[src/rtl/step_scheduler.sv]
// Stepper step sequencer: linear ramp from START_PERIOD toward target_period, one-cycle step enables.
// Latency: first step_pulse one cycle after start is accepted; start ignored until back in IDLE.
module step_scheduler #(
  parameter int COUNT_W      = 16,
  parameter int PERIOD_W     = 20,
  parameter int START_PERIOD = 120000,
  parameter int RAMP_STEP    = 1000
) (
  input  logic                clk,
  input  logic                rst_n,
  input  logic                start,
  input  logic                abort,
  input  logic                dir_in,
  input  logic [COUNT_W-1:0]  step_count,
  input  logic [PERIOD_W-1:0] target_period,
  output logic                step_pulse,
  output logic                step_dir,
  output logic                busy,
  output logic                done,
  output logic                aborted,
  output logic [COUNT_W-1:0]  steps_left
);

  localparam logic [PERIOD_W-1:0] START_P = PERIOD_W'(START_PERIOD);
  localparam logic [PERIOD_W-1:0] RAMP_P  = PERIOD_W'(RAMP_STEP);
  localparam logic [PERIOD_W-1:0] MIN_P   = PERIOD_W'(2);

  typedef enum logic [1:0] {
    IDLE = 2'd0,
    RUN  = 2'd1,
    FIN  = 2'd2
  } state_t;

  state_t                state, state_nxt;
  logic [PERIOD_W-1:0]   timer, timer_nxt;
  logic [PERIOD_W-1:0]   period, period_nxt;
  logic [PERIOD_W-1:0]   target, target_nxt;
  logic                  abort_seen, abort_seen_nxt;
  logic                  step_pulse_nxt, step_dir_nxt, busy_nxt, done_nxt, aborted_nxt;
  logic [COUNT_W-1:0]    steps_left_nxt;

  logic [PERIOD_W-1:0]   tgt_clamp;
  logic [PERIOD_W-1:0]   p_init;
  logic [PERIOD_W:0]     ramp_floor;
  logic [PERIOD_W-1:0]   p_next;

  always_comb begin
    tgt_clamp  = (target_period < MIN_P) ? MIN_P : target_period;
    p_init     = (START_P > tgt_clamp) ? START_P : tgt_clamp;
    // Widened compare so period - RAMP never wraps below the cruise period.
    ramp_floor = {1'b0, target} + {1'b0, RAMP_P};
    p_next     = ({1'b0, period} >= ramp_floor) ? (period - RAMP_P) : target;
  end

  always_comb begin
    state_nxt      = state;
    timer_nxt      = timer;
    period_nxt     = period;
    target_nxt     = target;
    abort_seen_nxt = abort_seen;
    step_pulse_nxt = 1'b0;
    step_dir_nxt   = step_dir;
    busy_nxt       = busy;
    done_nxt       = 1'b0;
    aborted_nxt    = aborted;
    steps_left_nxt = steps_left;

    case (state)
      IDLE: begin
        busy_nxt = 1'b0;
        if (start) begin
          step_dir_nxt   = dir_in;
          steps_left_nxt = step_count;
          target_nxt     = tgt_clamp;
          period_nxt     = p_init;
          timer_nxt      = '0;
          aborted_nxt    = 1'b0;
          abort_seen_nxt = 1'b0;
          state_nxt      = (step_count == '0) ? FIN : RUN;
        end
      end

      RUN: begin
        busy_nxt = 1'b1;
        if (abort) begin
          abort_seen_nxt = 1'b1;
          state_nxt      = FIN;
        end else if (timer == '0) begin
          step_pulse_nxt = 1'b1;
          steps_left_nxt = steps_left - COUNT_W'(1);
          // Reload with period-1 so the pulse-to-pulse gap equals the period.
          timer_nxt      = period - PERIOD_W'(1);
          period_nxt     = p_next;
          if (steps_left == COUNT_W'(1)) begin
            state_nxt = FIN;
          end
        end else begin
          timer_nxt = timer - PERIOD_W'(1);
        end
      end

      FIN: begin
        done_nxt    = 1'b1;
        busy_nxt    = 1'b0;
        aborted_nxt = abort_seen;
        state_nxt   = IDLE;
      end

      default: begin
        state_nxt = IDLE;
      end
    endcase
  end

  always_ff @(posedge clk) begin
    if (!rst_n) begin
      state      <= IDLE;
      timer      <= '0;
      period     <= '0;
      target     <= '0;
      abort_seen <= 1'b0;
      step_pulse <= 1'b0;
      step_dir   <= 1'b0;
      busy       <= 1'b0;
      done       <= 1'b0;
      aborted    <= 1'b0;
      steps_left <= '0;
    end else begin
      state      <= state_nxt;
      timer      <= timer_nxt;
      period     <= period_nxt;
      target     <= target_nxt;
      abort_seen <= abort_seen_nxt;
      step_pulse <= step_pulse_nxt;
      step_dir   <= step_dir_nxt;
      busy       <= busy_nxt;
      done       <= done_nxt;
      aborted    <= aborted_nxt;
      steps_left <= steps_left_nxt;
    end
  end

endmodule

[config.mk]
export PLATFORM = sky130hd
export DESIGN_NAME = step_scheduler
export DESIGN_NICKNAME = d
export VERILOG_FILES = /design/src/rtl/step_scheduler.sv
export SDC_FILE = /design/constraint.sdc
export NUM_CORES = 1
export LEC_CHECK = 0
export ABC_AREA = 1
export BUFFER_PORTS_ARGS = -buffer_cell sky130_fd_sc_hd__buf_4
export CAP_MARGIN = 15
export CORE_MARGIN = 4
export CORE_UTILIZATION = 60
export DETAILED_ROUTE_END_ITERATION = 8
export PLACE_DENSITY = 0.78
export SLEW_MARGIN = 20
export SYNTH_ARGS = -nofsm -noshare
export SYNTH_HDL_FRONTEND = slang
export SYNTH_SLANG_ARGS = --single-unit
export TNS_END_PERCENT = 20
[constraint.sdc]
create_clock -name clk -period 5.7 [get_ports clk]
set_input_delay 1.14 -clock clk [delete_from_list [all_inputs] [get_ports clk]]
set_output_delay 1.14 -clock clk [all_outputs]
set_load 0.01 [all_outputs]
# Word-level counts from Yosys, hierarchy flattened
# Index checks and enable logic that the tools add are counted.
[word_totals] ff_bits=84 latch_bits=0 ramBits=0 romBits=0 inputBits=41 out_inout_bits=21 wordCells=72 n_memories=0
[classes] addsub=5 multipliers=0 div=0 order_cmp=3 eq_ne=9 shift=0 n_mux=28 bitwise_logic=2 n_reduce_logical=14
[ops] cell="$mux 20" count=9
[ops] cell="$pmux 20 s2" count=2
[ops] cell="$mux 16" count=3
[ops] cell="$sub 20x1->20 const B" count=2
[ops] cell="$pmux 16 s2" count=1
[ops] cell="$add 20x10->21 const B" count=1
[ops] cell="$ge 20x21->1" count=1
[ops] cell="$gt 17x20->1 const A" count=1
[ops] cell="$logic_not 20->1" count=1
[ops] cell="$lt 20x2->1 const B" count=1
[ops] cell="$sub 20x10->20 const B" count=1
[ops] cell="$eq 16x1->1 const B" count=1
[ops] cell="$logic_not 16->1" count=1
[ops] cell="$sub 16x1->16 const B" count=1
[ops] cell="$mux 2" count=5
[ops] cell="$reduce_and 3->1" count=3
[ops] cell="$ne 2x2->1 const B" count=4
[ops] cell="$ne 3x3->1 const B" count=2
[ops] cell="$pmux 1 s2" count=3
[ops] cell="$reduce_bool 2->1" count=3
[ops] cell="$mux 1" count=4
[ops] cell="$pmux 2 s2" count=1
[ops] cell="$reduce_and 2->1" count=2
[ops] cell="$reduce_and 4->1" count=1
[ops] cell="6 further kinds" count=7

# Depth between registers and ports, before layout
# Gate-level depths: netlist of the first run.
[depth] depth_word=6 mapped_depth=22

# Least setup slack after synthesis of the first run
# No wires, ideal clock.
[synth_path] path_kind="register to register" startpoint="reg target[3]" endpoint="reg period[2]" t_arrival_ps=2780 slack_ps=2805 stages_incl_launch_ff=20 period_less_slack_ps=2895 cell_sequence="dfxtp_1 ha_1 inv_1 nand3_1 o21ai_0 nor3b_1 nand3_1 inv_1 nand4_1 xor2_1 ha_1 a21oi_1 inv_1 nand2_4 nand3_4 buf_6 nand2_4 nand2_2 a21oi_1 nor2_1"
[synth_via] elab_chain_len=6
[synth_rtl] item="start: declaration" line_no="37" text="logic [PERIOD_W-1:0] target, target_nxt;"
[synth_rtl] item="start signal: assignment" line_no="132" text="target <= target_nxt;"
[synth_rtl] item="$add 20x10->21" line_no="51" text="ramp_floor = {1'b0, target} + {1'b0, RAMP_P};"
[synth_rtl] item="$ge 20x21->1" line_no="52" text="p_next = ({1'b0, period} >= ramp_floor) ? (period - RAMP_P) : target;"
[synth_rtl] item="$mux 20" line_no="52"
[synth_rtl] item="$mux 20" line_no="88" text="end else if (timer == '0) begin"
[synth_rtl] item="$mux 20" line_no="85" text="if (abort) begin"
[synth_rtl] item="$pmux 20 s2" line_no="68" text="case (state)"
[synth_rtl] item="end signal: assignment" line_no="131" text="period <= period_nxt;"
[synth_rtl] item="end: declaration" line_no="36" text="logic [PERIOD_W-1:0] period, period_nxt;"
# No other way between the ends. The select of a mux whose other input is x is not followed.
# A chain may end at the register's enable or synchronous reset.

# Worst setup path after layout of the first run
[layout_path] startpoint="reg target[3]" endpoint="reg period[0]"
# Same word-level chain as after synthesis.

==> impl_metrics.json, run 1 <==
{
  "tightest_slew_ns": 0.965,
  "die_w_um": 110,
  "clk_latency_ns": 0.39,
  "multi_input_area_mm2": 0.00386,
  "drt_pass1_iterations": 5,
  "finalPower_mw": 2.82,
  "hold_class": "register to register",
  "drc": 0,
  "syn_area_mm2": 0.00620,
  "setup_violations": 0,
  "ys_ff_latch": 84,
  "leakage_nw": 3.14,
  "end_kind": "register",
  "cap_violations": 0,
  "rrSetupSlack_ns": 2.09,
  "crit_path_start_kind": "register",
  "vdd_ir_drop_max_uv": 254,
  "n_fill_cell": 938,
  "cts_tree": "yes",
  "finalClockSkew_ns": 0.0111,
  "drt_iter0_drc": 361,
  "cts_hold_buffers": 0,
  "grt_use_total_pct": 30.0,
  "post-cts-setup-buffer-count": 0,
  "async_reset_ff_share_pct": 0,
  "finalSetupTns_ns": 0,
  "viasPerCell": 5.61,
  "ys_types": 49,
  "path_clk_slew_ns": 0.09,
  "outcome": "finished, final reports clean",
  "clock_sinks": 84,
  "gr-total-overflow": 0,
  "yosysSeqAreaShare_pct": 27.1,
  "cts_max_level": 3,
  "synth.most_common_cell": "nand2_1",
  "syn-num-nets": 1021,
  "relSlewSlack_pct": 35.6,
  "netlist.area_leader.share_pct": 27.1,
  "slew_viol_final": 0,
  "finalHoldViolCount": 0,
  "ys_warn_count": 0,
  "avgSynthCellArea_um2": 6.49,
  "port-buffer-count": 61,
  "wl_um": 17200,
  "worstPathRequired_ns": 6.01,
  "syn2layout_area_growth_pct": 10.9,
  "numCtsBuffers": 9,
  "synth_top_area_cell": "dfxtp_1",
  "register_area_mm2": 0.00168,
  "synth_common_cells": "nand2_1 (188), inv_1 (115), nor2_1 (104), dfxtp_1 (84), a21oi_1 (80)",
  "synth_edf_count": 0,
  "cts.path.max_buffers": 2,
  "worst_ep_arrival_time_ns": 3.92,
  "die_h_um": 110,
  "synthFlopType": "dfxtp_1",
  "wl_per_cell_um": 15.2,
  "core.rowCount": 36,
  "cts_resized": 0,
  "grt_pass1_vias": 5885,
  "synth_area_leaders": "dfxtp_1 (27%), nand2_1 (11%), inv_1 (7.0%)",
  "cp_max_fo": 30,
  "finish.net_count": 1061,
  "period_minus_slack_ns": 3.61,
  "drive_gt1_share_pct": 14.4,
  "pin_count": 62,
  "core_mm2": 0.00991,
  "period_share_pct": 63.3,
  "syn-instance-count": 955,
  "rsz0062_at_grt": "no",
  "crit_type": "register to register",
  "grt_pass1_wl_um": 28300,
  "grt_max_degree": 51,
  "max_freq_mhz": 277,
  "diodes": 0,
  "postRouteAntennaNets": 0,
  "initial_core_util_pct": 62.6,
  "ctsRootBufferMaster": "clkbuf_8",
  "via_count": 6356,
  "cellPowerDensity_mw_per_mm2": 410,
  "die_area_mm2": 0.0120,
  "dp_hpwl_um": 12600,
  "gp_congestion": 0.936,
  "antenna_found_initial": 0
}
## worst max-delay path: stages, from the launching register on
cell and delay, ns:
dfxtp_1 0.41, ha_1 0.21, inv_1 0.06, nand3_1 0.11, o21ai_0 0.19, nor3b_1 0.36, nand3_1 0.17, inv_1 0.10
nand4_1 0.09, xor2_1 0.16, ha_1 0.37, a21oi_1 0.21, inv_1 0.09, nand2_4 0.13, nand3_4 0.33, o21ai_1 0.33
nand2_1 0.11, a21oi_2 0.12
## metrics by stage
stage | util, % | instances | cell area [um2] | hold slack, ns | setup slack (ns)
after floorplan | - | 955 | 6200 | 0.429 | 2.81
after global placement | 67.3 | 1117 | 6670 | 0.453 | 2.24
after detailed placement | 67.3 | 1117 | 6670 | 0.444 | 2.20
after CTS | 69.4 | 1133 | 6880 | 0.473 | 2.18
after global routing | 69.4 | 1133 | 6880 | 0.507 | 1.79
final | 69.4 | 1133 | 6880 | 0.470 | 2.09
## layout make-up
class | count | share of cell area [%]
flip-flops and latches | 84 | 24.5
well taps | 133 | 2.42
clock inverters | 6 | 1.04
inverters | 125 | 6.90
repair buffers | 65 | 7.10
clock buffers | 10 | 2.00
multi-input cells | 710 | 56.1
## per-layer routing
layer	GRT usage [%]	part of all wire, %	vias to the layer above
met5	0	0	-
met2	47.4	45	206
met4	11.0	2.3	0
met1	39.7	46	2879
li1	-	-	3232
met3	7.28	6.6	39
## sequential cells by signal, indices dropped and copies added, names as in the netlist
| name | flops |
|---|---|
| period | 20 |
| target | 20 |
| timer | 20 |
| steps_left | 16 |
| state | 2 |
| abort_seen | 1 |
| aborted | 1 |
| busy | 1 |
| done | 1 |
| step_dir | 1 |
| step_pulse | 1 |
## worst paths after layout
| path | to | startpoint | cells after the start |
|---|---|---|---|
| max | period[0] | target[3] | 17 |
| min | abort_seen | abort_seen | 2 |
| min reg2reg | abort_seen | abort_seen | 2 |
| max reg2reg | period[0] | target[3] | 17 |
## power by group
part	switching (mW)	internal, mW	leakage, nW
registers	0.113	0.672	0.690
clock network	0.251	0.218	0.0995
logic	1.04	0.527	2.35
total	1.40	1.42	3.14
## kinds of logic after synthesis
logic type	count (synthesis)	synth area share, %
buffers and inverters	161	10.8
flip-flops	84	27.1
XOR/XNOR	32	4.52
AO/OA/AOI/OAI	204	18.6
adder cells (fa/ha/maj)	25	5.05
AND/OR/NAND/NOR	449	33.9
## cells in the final DEF, fill, tap and decap left out, types with 2 or more instances in the layout
cell type	instances
o31ai_1	8
a211oi_1	6
buf_4	65
nand2_2	9
nand2_4	6
nand3_2	7
nor2_4	5
nor2_1	103
inv_1	115
ha_1	25
nand3_4	2
a21oi_2	8
dfxtp_1	84
a31oi_1	5
nor4_1	3
xor2_1	18
inv_6	3
clkbuf_8	10
a21oi_1	80
nor3_1	12
or2_2	2
nand3_1	74
o211ai_1	8
inv_2	8
xnor2_1	14
o21ai_1	13
clkinvlp_4	2
o21bai_1	2
o21ai_0	68
nand2_1	188
nor2_2	9
nand4_1	21
Note: power is estimated with default switching activity, not from simulation.
==> run 2: changes to the inputs <==
==> constraint.sdc (replaced) <==
create_clock -name clk -period 3.5 [get_ports clk]
set_input_delay 0.7 -clock clk [delete_from_list [all_inputs] [get_ports clk]]
set_output_delay 0.7 -clock clk [all_outputs]
set_load 0.01 [all_outputs]
==> run 2 against run 1 <==
- clock-buffer cell count grew 1
- largest power group unchanged
- final cell count grew 0.26%
- core utilization grew 0.64 points
==> impl_metrics.json, run 2 (synthesis results as in run 1) <==
{
  "outcome": "finished, final reports clean",
  "timing.rr.start": "target[6]",
  "max_freq_mhz": 312,
  "cts_hold_buffers": 0,
  "holdPathStages": 2,
  "cellPowerDensity_mw_per_mm2": 675,
  "antenna_found_initial": 0,
  "tightest_slew_ns": 0.839,
  "end_kind": "register",
  "fin_ws_ns": 0.298,
  "finalClockSkew_ns": 0.0111,
  "pin_count": 62,
  "dp_hpwl_um": 12800,
  "grt_use_total_pct": 30.0,
  "setup_violations": 0,
  "clk_latency_ns": 0.37,
  "top_layer_used": "met4",
  "die_area_mm2": 0.0120,
  "syn2layout_area_growth_pct": 11.9,
  "routedLengthMet1_um": 7950,
  "drt_iter0_drc": 486,
  "grt_max_degree": 50,
  "drt_pass1_iterations": 5,
  "seq_power_share_pct": 27.3,
  "worst-r2r-cell-count": 20,
  "ctsRootBufferMaster": "clkbuf_8",
  "drive_gt1_share_pct": 15.0,
  "power_frac_clock_pct": 16.9,
  "die_w_um": 110,
  "wl_um": 17400,
  "wl_per_cell_um": 15.3,
  "cap_violations": 0,
  "grt_pass1_vias": 5848,
  "leakage_nw": 3.18,
  "port-buffer-count": 61,
  "period_share_pct": 91.5,
  "finish.net_count": 1065,
  "holdWs_ns": 0.469,
  "rsz0062_at_grt": "no",
  "cts.path.max_buffers": 2,
  "postRouteAntennaNets": 0,
  "finalPower_mw": 4.68,
  "core_mm2": 0.00991,
  "via_count": 6385,
  "viasPerCell": 5.62,
  "core.rowCount": 36,
  "period_minus_slack_ns": 3.20,
  "crit_type": "register to register",
  "gr-total-overflow": 0,
  "post-route-util_pct": 70.0,
  "final_common_cell": "nand2_1",
  "gp_congestion": 1.01,
  "die_h_um": 110,
  "min_from": "abort_seen",
  "clock_sinks": 84,
  "grt_pass1_wl_um": 28500,
  "layout_common_cells": "nand2_1 (188), inv_1 (115), nor2_1 (103)",
  "cts_max_level": 3,
  "p_sw_mw": 2.28,
  "combPwrFrac_pct": 55.8,
  "cp_max_fo": 21,
  "path_clk_slew_ns": 0.09,
  "numCtsBuffers": 9,
  "hold_end": "aborted",
  "vdd_ir_drop_max_uv": 334,
  "biggestRegsByFlops": "period x20, target x20, timer x20",
  "crit_path_start_kind": "register",
  "finalSetupTns_ns": 0,
  "r2r-end": "period[1]",
  "intPower_mw": 2.41,
  "worstPathRequired_ns": 3.79,
  "relSlewSlack_pct": 43.9,
  "wl_met3_um": 1180,
  "hold_class": "register to register",
  "diodes": 0,
  "drc": 0,
  "slew_viol_final": 0,
  "finalHoldViolCount": 0,
  "initial_core_util_pct": 62.6,
  "worst_ep_arrival_time_ns": 3.50,
  "cts_tree": "yes",
  "switching_share_pct": 48.6,
  "dr_wl_met2_um": 7720,
  "preCtsSetupSlack_ns": 0.184,
  "rrSetupSlack_ns": 0.30
}
## run 2: cell types whose count changed in the layout (fill, tap and decap cells not counted), sizes merged
cell	before	now
buf	65	69
clkinvlp	2	0
inv	126	124
bufinv	1	2
clkbuf	10	11
clkinv	2	3
## run 2: routing by layer
layer / up-vias / global-route usage [%]
met3: 43 / 5.11
met5: - / 0
met4: 0 / 12.6
li1: 3239 / -
met2: 229 / 46.3
met1: 2874 / 41.2
## run 2: worst max path at each step
stage / end / slack [ns] / depth (start not counted) / from
floorplan: period[2] / 0.61 / 19 / target[3]
global placement: period[0] / 0.27 / 18 / target[3]
detailed placement: period[0] / 0.18 / 18 / target[3]
CTS: period[1] / 0.09 / 18 / target[3]
global route: period[0] / 0.02 / 20 / target[5]
finish: period[1] / 0.30 / 20 / target[6]
## run 2: area by class of cell
type	count	area [um2]
clock buffer	11	141
clock inverter	4	73.8
fill	911	2970
inverter	125	474
multi-input combinational	710	3870
sequential	84	1680
tap	133	166
timing repair buffer	69	531
## run 2: repair_timing
| item | 4_1_cts | 5_1_grt |
|---|---|---|
| setup buffers | 0 | 0 |
| endpoints found under the setup margin | 0 | 20 |
| resized for setup | 0 | 5 |
## run 2: power by group through the flow
| stage | registers [mW] | clock network, mW | logic (mW) |
|---|---|---|---|
| after floorplan | 1.25 | 0 | 2.05 |
| after global placement | 1.29 | 0 | 2.53 |
| after detailed placement | 1.29 | 0 | 2.56 |
| after CTS | 1.27 | 0.800 | 2.58 |
| after global routing | 1.30 | 0.836 | 2.94 |
| final | 1.28 | 0.791 | 2.61 |
## run 2: critical path, cell delays in order, from the launching register on
cell and delay (ns):
dfxtp_1 0.49, nor2_1 0.07, nand2_1 0.09, nor2_2 0.05, nor2_2 0.15, nand2_1 0.12, nor3_2 0.22, nand2_1 0.13
xor2_1 0.16, ha_1 0.30, nand2_1 0.09, nor3_1 0.22, nand3_1 0.11, nand2_1 0.11, nand4_4 0.15, nand3_4 0.15
buf_12 0.17, nand2_4 0.05, nand2_2 0.11, nand2_2 0.07, a21oi_2 0.12
## run 2: per-stage QoR
stage | area, um2 | instances
6_report | 6940 | 1136
5_1_grt | 6940 | 1136
4_1_cts | 6920 | 1136
3_5_place_dp | 6710 | 1121
3_3_place_gp | 6710 | 1121
2_1_floorplan | 6200 | 955
